==> src/rtl/div_unit.sv <==
// Iterative 32-bit integer divider: signed/unsigned quotient and remainder,
// one restoring-division step per cycle, fixed 33-cycle latency.
module div_unit (
    input  logic        clk,
    input  logic        reset,
    input  logic        Start_i,
    input  logic [1:0]  Div_Operation_i,
    input  logic [31:0] A_i,
    input  logic [31:0] B_i,
    output logic        Busy_o,
    output logic        Done_o,
    output logic [31:0] Result_o,
    output logic        Div_By_Zero_o
);

    localparam int DATA_W = 32;

    typedef enum logic [1:0] {
        IDLE = 2'd0,
        CALC = 2'd1,
        DONE = 2'd2
    } state_t;

    state_t              state;
    logic [5:0]          count;
    logic                accept;

    // Captured operation attributes
    logic                op_rem;
    logic                a_neg;
    logic                b_neg;
    logic                b_zero;

    // Restoring-division working registers
    logic [DATA_W:0]     part_rem;
    logic [DATA_W-1:0]   quotient;
    logic [DATA_W-1:0]   divisor;

    logic [DATA_W:0]     shifted;
    logic [DATA_W+1:0]   trial;
    logic                fits;
    logic [DATA_W-1:0]   final_result;

    // Absolute value of a two's complement operand; 0x80000000 maps to
    // itself, which is the correct unsigned magnitude.
    function automatic logic [DATA_W-1:0] magnitude(
        input logic signed [DATA_W-1:0] value,
        input logic                     as_signed
    );
        logic [DATA_W-1:0] mag;
        mag = value;
        if (as_signed && value < 0) begin
            mag = ~value + 32'd1;
        end
        return mag;
    endfunction

    // Conditional two's complement negation used to restore result signs.
    function automatic logic [DATA_W-1:0] apply_sign(
        input logic [DATA_W-1:0] value,
        input logic              negate
    );
        return negate ? (~value + 32'd1) : value;
    endfunction

    assign accept = reset && Start_i && (state == IDLE || state == DONE);

    // Bring down the next dividend bit and try subtracting the divisor.
    // The partial remainder stays below the divisor, so its top bit is
    // always clear; a set top bit would still mean the divisor fits.
    assign shifted = {part_rem[DATA_W-1:0], quotient[DATA_W-1]};
    assign trial   = {1'b0, shifted} - {2'b00, divisor};
    assign fits    = part_rem[DATA_W] | ~trial[DATA_W+1];

    // Sign fix-up of the finished magnitudes; a zero divisor leaves the
    // all-ones quotient and the raw dividend untouched.
    always_comb begin
        final_result = '0;
        if (op_rem) begin
            final_result = apply_sign(part_rem[DATA_W-1:0], a_neg);
        end else begin
            final_result = apply_sign(quotient, (a_neg ^ b_neg) & ~b_zero);
        end
    end

    // Datapath: capture operands as magnitudes on acceptance, then iterate.
    always_ff @(posedge clk) begin
        if (accept) begin
            op_rem   <= Div_Operation_i[1];
            a_neg    <= ~Div_Operation_i[0] & A_i[DATA_W-1];
            b_neg    <= ~Div_Operation_i[0] & B_i[DATA_W-1];
            b_zero   <= (B_i == '0);
            part_rem <= '0;
            quotient <= magnitude(A_i, ~Div_Operation_i[0]);
            divisor  <= magnitude(B_i, ~Div_Operation_i[0]);
        end else if (state == CALC && count != 6'd32) begin
            if (fits) begin
                part_rem <= trial[DATA_W:0];
                quotient <= {quotient[DATA_W-2:0], 1'b1};
            end else begin
                part_rem <= shifted;
                quotient <= {quotient[DATA_W-2:0], 1'b0};
            end
        end
    end

    // Control FSM with registered status and result outputs.
    always_ff @(posedge clk or negedge reset) begin
        if (!reset) begin
            state         <= IDLE;
            count         <= '0;
            Busy_o        <= 1'b0;
            Done_o        <= 1'b0;
            Result_o      <= '0;
            Div_By_Zero_o <= 1'b0;
        end else begin
            case (state)
                IDLE: begin
                    if (Start_i) begin
                        state  <= CALC;
                        count  <= '0;
                        Busy_o <= 1'b1;
                    end
                end
                CALC: begin
                    if (count == 6'd32) begin
                        state         <= DONE;
                        Result_o      <= final_result;
                        Div_By_Zero_o <= b_zero;
                        Done_o        <= 1'b1;
                        Busy_o        <= 1'b0;
                    end else begin
                        count <= count + 6'd1;
                    end
                end
                DONE: begin
                    Done_o <= 1'b0;
                    if (Start_i) begin
                        state  <= CALC;
                        count  <= '0;
                        Busy_o <= 1'b1;
                    end else begin
                        state <= IDLE;
                    end
                end
                default: begin
                    state  <= IDLE;
                    Busy_o <= 1'b0;
                    Done_o <= 1'b0;
                end
            endcase
        end
    end

endmodule
==> config.mk <==
export PLATFORM = sky130hd
export DESIGN_NAME = div_unit
export DESIGN_NICKNAME = d
export VERILOG_FILES = /design/src/rtl/div_unit.sv
export SDC_FILE = /design/constraint.sdc
export NUM_CORES = 1
export LEC_CHECK = 0
export CORE_MARGIN = 3
export CORE_UTILIZATION = 50
export CTS_CLUSTER_DIAMETER = 30
export DETAILED_ROUTE_END_ITERATION = 8
export PLACE_DENSITY_LB_ADDON = 0.15
export REMOVE_ABC_BUFFERS = 1
export SETUP_SLACK_MARGIN = 0.1
export SLEW_MARGIN = 15
export SYNTH_ARGS = -nofsm -noshare
export SYNTH_HDL_FRONTEND = slang
export SYNTH_SLANG_ARGS = --single-unit
export TNS_END_PERCENT = 10
==> constraint.sdc <==
create_clock -name clk -period 4.5 [get_ports clk]
set_input_delay 1.125 -clock clk [delete_from_list [all_inputs] [get_ports clk]]
set_output_delay 1.125 -clock clk [all_outputs]
set_load 0.05 [all_outputs]
### Word level (Yosys, flattened, before mapping)

Index checks and enable logic that the tools add are counted.

| word-level totals | value |
|---|---|
| RAM bits | 0 |
| word-level logic and storage cells | 79 |
| memories | 0 |
| bits in latches | 0 |
| bits of input ports | 69 |
| bits in registers | 144 |
| memory bits (read-only) | 0 |

| operators by class | value |
|---|---|
| shifts and indexed selects | 0 |
| $lt $le $gt $ge | 2 |
| muxes and demuxes | 21 |
| divide/modulo/power cells | 0 |
| bitwise gates (word level) | 13 |
| multiply operators | 0 |
| $add $sub $neg | 6 |
| equality and inequality tests | 8 |
| reductions and logical operators | 16 |

Operators by type and width:

| operator | number |
|---|---|
| $mux 32 | 7 |
| $add 32x1->32 const B | 4 |
| $not 32->32 | 4 |
| $lt 32x1->1 const B | 2 |
| $sub 33x32->34 | 1 |
| $mux 33 | 1 |
| $logic_not 32->1 | 1 |
| $mux 6 | 2 |
| $pmux 6 s2 | 1 |
| $reduce_and 2->1 | 4 |
| $add 6x1->6 const B | 1 |
| $eq 6x6->1 const B | 1 |
| $ne 6x6->1 const B | 1 |
| $pmux 2 s3 | 1 |
| $logic_and 1x1->1 | 5 |
| $mux 1 | 5 |
| $mux 2 | 2 |
| $ne 2x1->1 const B | 2 |
| $ne 2x2->1 const B | 2 |
| $not 1->1 | 4 |
| $pmux 1 s2 | 2 |
| $reduce_bool 2->1 | 2 |
| $and 1x1->1 | 3 |
| $reduce_and 3->1 | 1 |
| other kinds (7) | 7 |

### Longest topological paths before layout

| depth | value |
|---|---|
| depth in word-level cells | 6 |
| mapped depth | 14 |
| gate-level depth less buffers | 12 |

### Worst setup path after synthesis

Ideal clock, no wire load.

| path | value |
|---|---|
| path kind | input -> register |
| start | in Start_i |
| end | reg quotient[0] (enable) |
| buffers on the path | 1 |
| arrival time | 3.422 ns |
| stages | 6 |
| path slack | 0.692 ns |
| cell sequence | nor2b_1 nand2_1 inv_1 nor2_1 clkbuf_1 inv_1 |

| on the way | value |
|---|---|
| word-level cells in the longest chain between the ends | 3 |

RTL lines:

| item | RTL line | source |
|---|---|---|
| start: declaration | 6 | `input logic Start_i,` |
| $logic_and 1x1->1 (2 in a row) | 66 | `assign accept = reset && Start_i && (state == IDLE \|\| state == DONE);` |
| named net accept | 26 | `logic accept;` |
| $reduce_bool 2->1 (no line) | - |  |
| end signal: assignment | 94 | `quotient <= magnitude(A_i, ~Div_Operation_i[0]);` |
| end signal: assignment | 99 | `quotient <= {quotient[DATA_W-2:0], 1'b1};` |
| end signal: assignment | 102 | `quotient <= {quotient[DATA_W-2:0], 1'b0};` |
| end: declaration | 36 | `logic [DATA_W-1:0] quotient;` |

The timed path passes the listed nets, and every way through them passes these cells.
A chain may end at the register's enable or synchronous reset.

### Worst setup path in the final report

| path | value |
|---|---|
| start | in A_i[2] |
| end | reg quotient[31] (data pin) |

| on the way | value |
|---|---|
| word-level cells in the longest chain between the ends | 4 |

RTL lines:

| item | RTL line | source |
|---|---|---|
| start: declaration | 8 | `input logic [31:0] A_i,` |
| $not 32->32 / $lt 32x1->1 (equally long branches) | 53, 52 |  |
| $add 32x1->32 / $logic_and 1x1->1 (equally long branches) | 53, 52 |  |
| $mux 32 * | 52 | `if (as_signed && value < 0) begin` |
| $mux 32 * | 88 | `if (accept) begin` |

Mark *: on every way between the ends. The rest lies on a longest branch, timed or not.

==> reports/metrics.cfg <==
[status]
run_status=finished clean

[sta]
hold_viol=0
worst_slack_ps=975.6
rsz0062_at_grt=no
worst_pin_slew_ps=1014
min_period_over_period_pct=78.32
skew_ps=6.813
finalWorstPathRequiredPeriod_ps=3524
relSlewSlack_pct=32.18
fmax_mhz=283.7
drv_slew=0
finalSetupViolCount=0
setup-tns-final_ps=0

[grt]
grt_pass1_wl_um=41280
track_usage_pct=22.95
grt_pass1_vias=8526
antenna_found_initial=0
grt_overflow=0
grt_max_degree=68

[synth]
avgSynthCellArea_um2=8.427
synth_top_area_share_pct=20.09
async_flop_share_pct=29.86
yosys_warnings=0
synth_edf_count=68
ys_seq_elements=144
netlist_instances=1206
synth.largest_area_cell=edfxtp_1
syn-cell-area_mm2=0.01016
yosysMostFrequentCell=nand2_1
yosysSeqAreaShare_pct=37.18
synth_flop_cell=edfxtp_1
synth_cell_type_count=64
synth_area_leaders=edfxtp_1 20%, dfrtp_1 11%, o21ai_0 7.6%
synthTopCellsByCount=167 x nand2_1, 155 x o21ai_0, 88 x a21oi_1, 86 x nor2_1, 79 x xor2_1

[detailed_routing]
first_pass_iters=7
num_vias=8763
ant_nets=0
viasPerCell=5.610
wl_per_cell_um=15.89
drtIter0Drc=567
drcViolationCount=0
routed_wl_um=24820

[clock_network]
clock_sinks=144
root_buffer=clkbuf_16
numCtsBuffers=17
clock_latency_ps=430
cts_resized=0
clk_path_buf_depth=2
cts_hold_buf=0
cts_tree=yes
clk_pin_slew_worst_paths_ps=60
post_cts_buffers=0
h-tree-depth=4

[layout]
multi_input_area_mm2=0.005862
drive_above_1_share_pct=5.089
syn_to_final_growth_pct=17.30
nets=1392
fill_cells=1726
register_area_mm2=0.003779
diodes=0

[floorplanning]
initial_core_util_pct=51.55
rows=51
die_y_um=148.6
fp.dieArea_mm2=0.02207
core_area_mm2=0.01972
die-width_um=148.6
ioPinCount=104

[power]
leakage_nw=4.838
power_density_mw_per_mm2=671.8
peakVddDrop_uv=410.2

[hold_path]
min_from=part_rem[32]
hold_path.class=reg2reg
min_to=part_rem[32]
worstHoldPathCells=2

[worst_setup_path]
crit_start=A_i[2]
path_class=in2reg
cp_max_fo=5
required_ps=4650
worst_setup_path_end_kind=flip-flop
cp_data_arrival_time_ps=3680
timing.rr.start=quotient[31]
r2r_cells=12
cp-start-kind=input pin
regToRegSetupSlack_ps=1230
rr_endpoint=part_rem[32]

[place]
numPortBuffers=103
dp.final_hpwl_um=18730
gp_congestion=0.8836
pre_cts_slack_ps=527.4

[flow_run]
drv_cap=0

-- flip-flops by register name (all words and copies together), names as in the netlist --
name and flops:
Busy_o 1, Div_By_Zero_o 1, Done_o 1, Result_o 32
a_neg 1, b_neg 1, b_zero 1, count 6
divisor 32, op_rem 1, part_rem 33, quotient 32
state 2
-- worst max path at each step --
stage / to
after floorplan: quotient[0]
after CTS: quotient[31]
after global placement: quotient[31]
final: quotient[31]
after global routing: quotient[31]
after detailed placement: quotient[31]
-- cell families (layout without fill, tap and decap cells) --
group                    Yosys count  count (layout)  share of synthesized area [%]
AND/OR/NAND/NOR                  386             386                          17.20
AO/OA/AOI/OAI                    345             345                          20.32
XOR/XNOR                         148             148                          12.75
flip-flops                       144             144                          37.18
buffers and inverters            119             210                          5.195
adder cells (fa/ha/maj)           39              39                          4.875
multiplexers                      25              25                          2.474
-- placed cells by master, fill, tap and decap left out, types with 3 or more instances in the layout --
cell / count
o21ai_0: 155
nor2_1: 86
dfxtp_1: 33
or3_1: 9
nand3_1: 34
o31ai_1: 18
nand4_1: 6
a21o_1: 9
o21bai_1: 4
nand2_1: 165
o41ai_1: 14
clkinv_2: 6
o21ai_1: 4
a31oi_1: 3
a21oi_1: 88
nand2b_1: 9
dfrtp_1: 43
ha_1: 38
clkdlybuf4s50_1: 102
and2_1: 3
a311oi_1: 3
or4_1: 9
xnor2_1: 69
xor2_1: 79
nor4_1: 14
inv_1: 59
or2_2: 4
edfxtp_1: 68
mux2i_1: 24
a32oi_1: 7
buf_4: 15
clkbuf_16: 17
a211oi_1: 9
o21a_1: 9
o211ai_1: 5
nor3_1: 22
and3_1: 6
nor2b_1: 8
-- layer usage --
metal,wire length (um),vias up,part of all wire (%),GRT usage [%]
met4,551,0,2.2,7.252
met2,12160,155,49,38.55
met3,813,39,3.3,4.235
met1,11290,4122,45,30.16
met5,0,-,0,0
li1,-,4447,-,-
-- final cells by class --
class	count	area share [%]
Clock buffer	17	3.568
Sequential cell	144	31.70
Clock inverter	15	1.207
Timing Repair Buffer	119	9.719
Tap cell	265	2.781
Inverter	59	1.858
Multi-Input combinational cell	943	49.17
-- metrics by stage --
stage	utilization [%]	area, um2	hold WS, ps	instances	power, W
global placement	57.57	11350	435.0	1530	0.006556
detailed placement	57.57	11350	443.7	1530	0.006621
finish	60.46	11920	458.6	1562	0.008008
global route	60.46	11920	487.0	1562	0.008620
floorplan	-	9857	426.9	1146	0.005400
CTS	60.46	11920	458.9	1562	0.008029
-- worst max-delay path: stages --
cell and delay (ps):
clkdlybuf4s50_1 490, nor4_1 570, nand4_1 350, nor2_1 290, nand2_1 130, nor3_1 130
o21ai_0 100, o21ai_0 470
-- power by group --
group	total (W)	switching, W	internal [W]
clock	0.00139	0.000576	0.000811
sequential	0.00262	0.000631	0.00199
combinational	0.00400	0.00237	0.00163
Note: power is estimated with default switching activity, not from simulation.
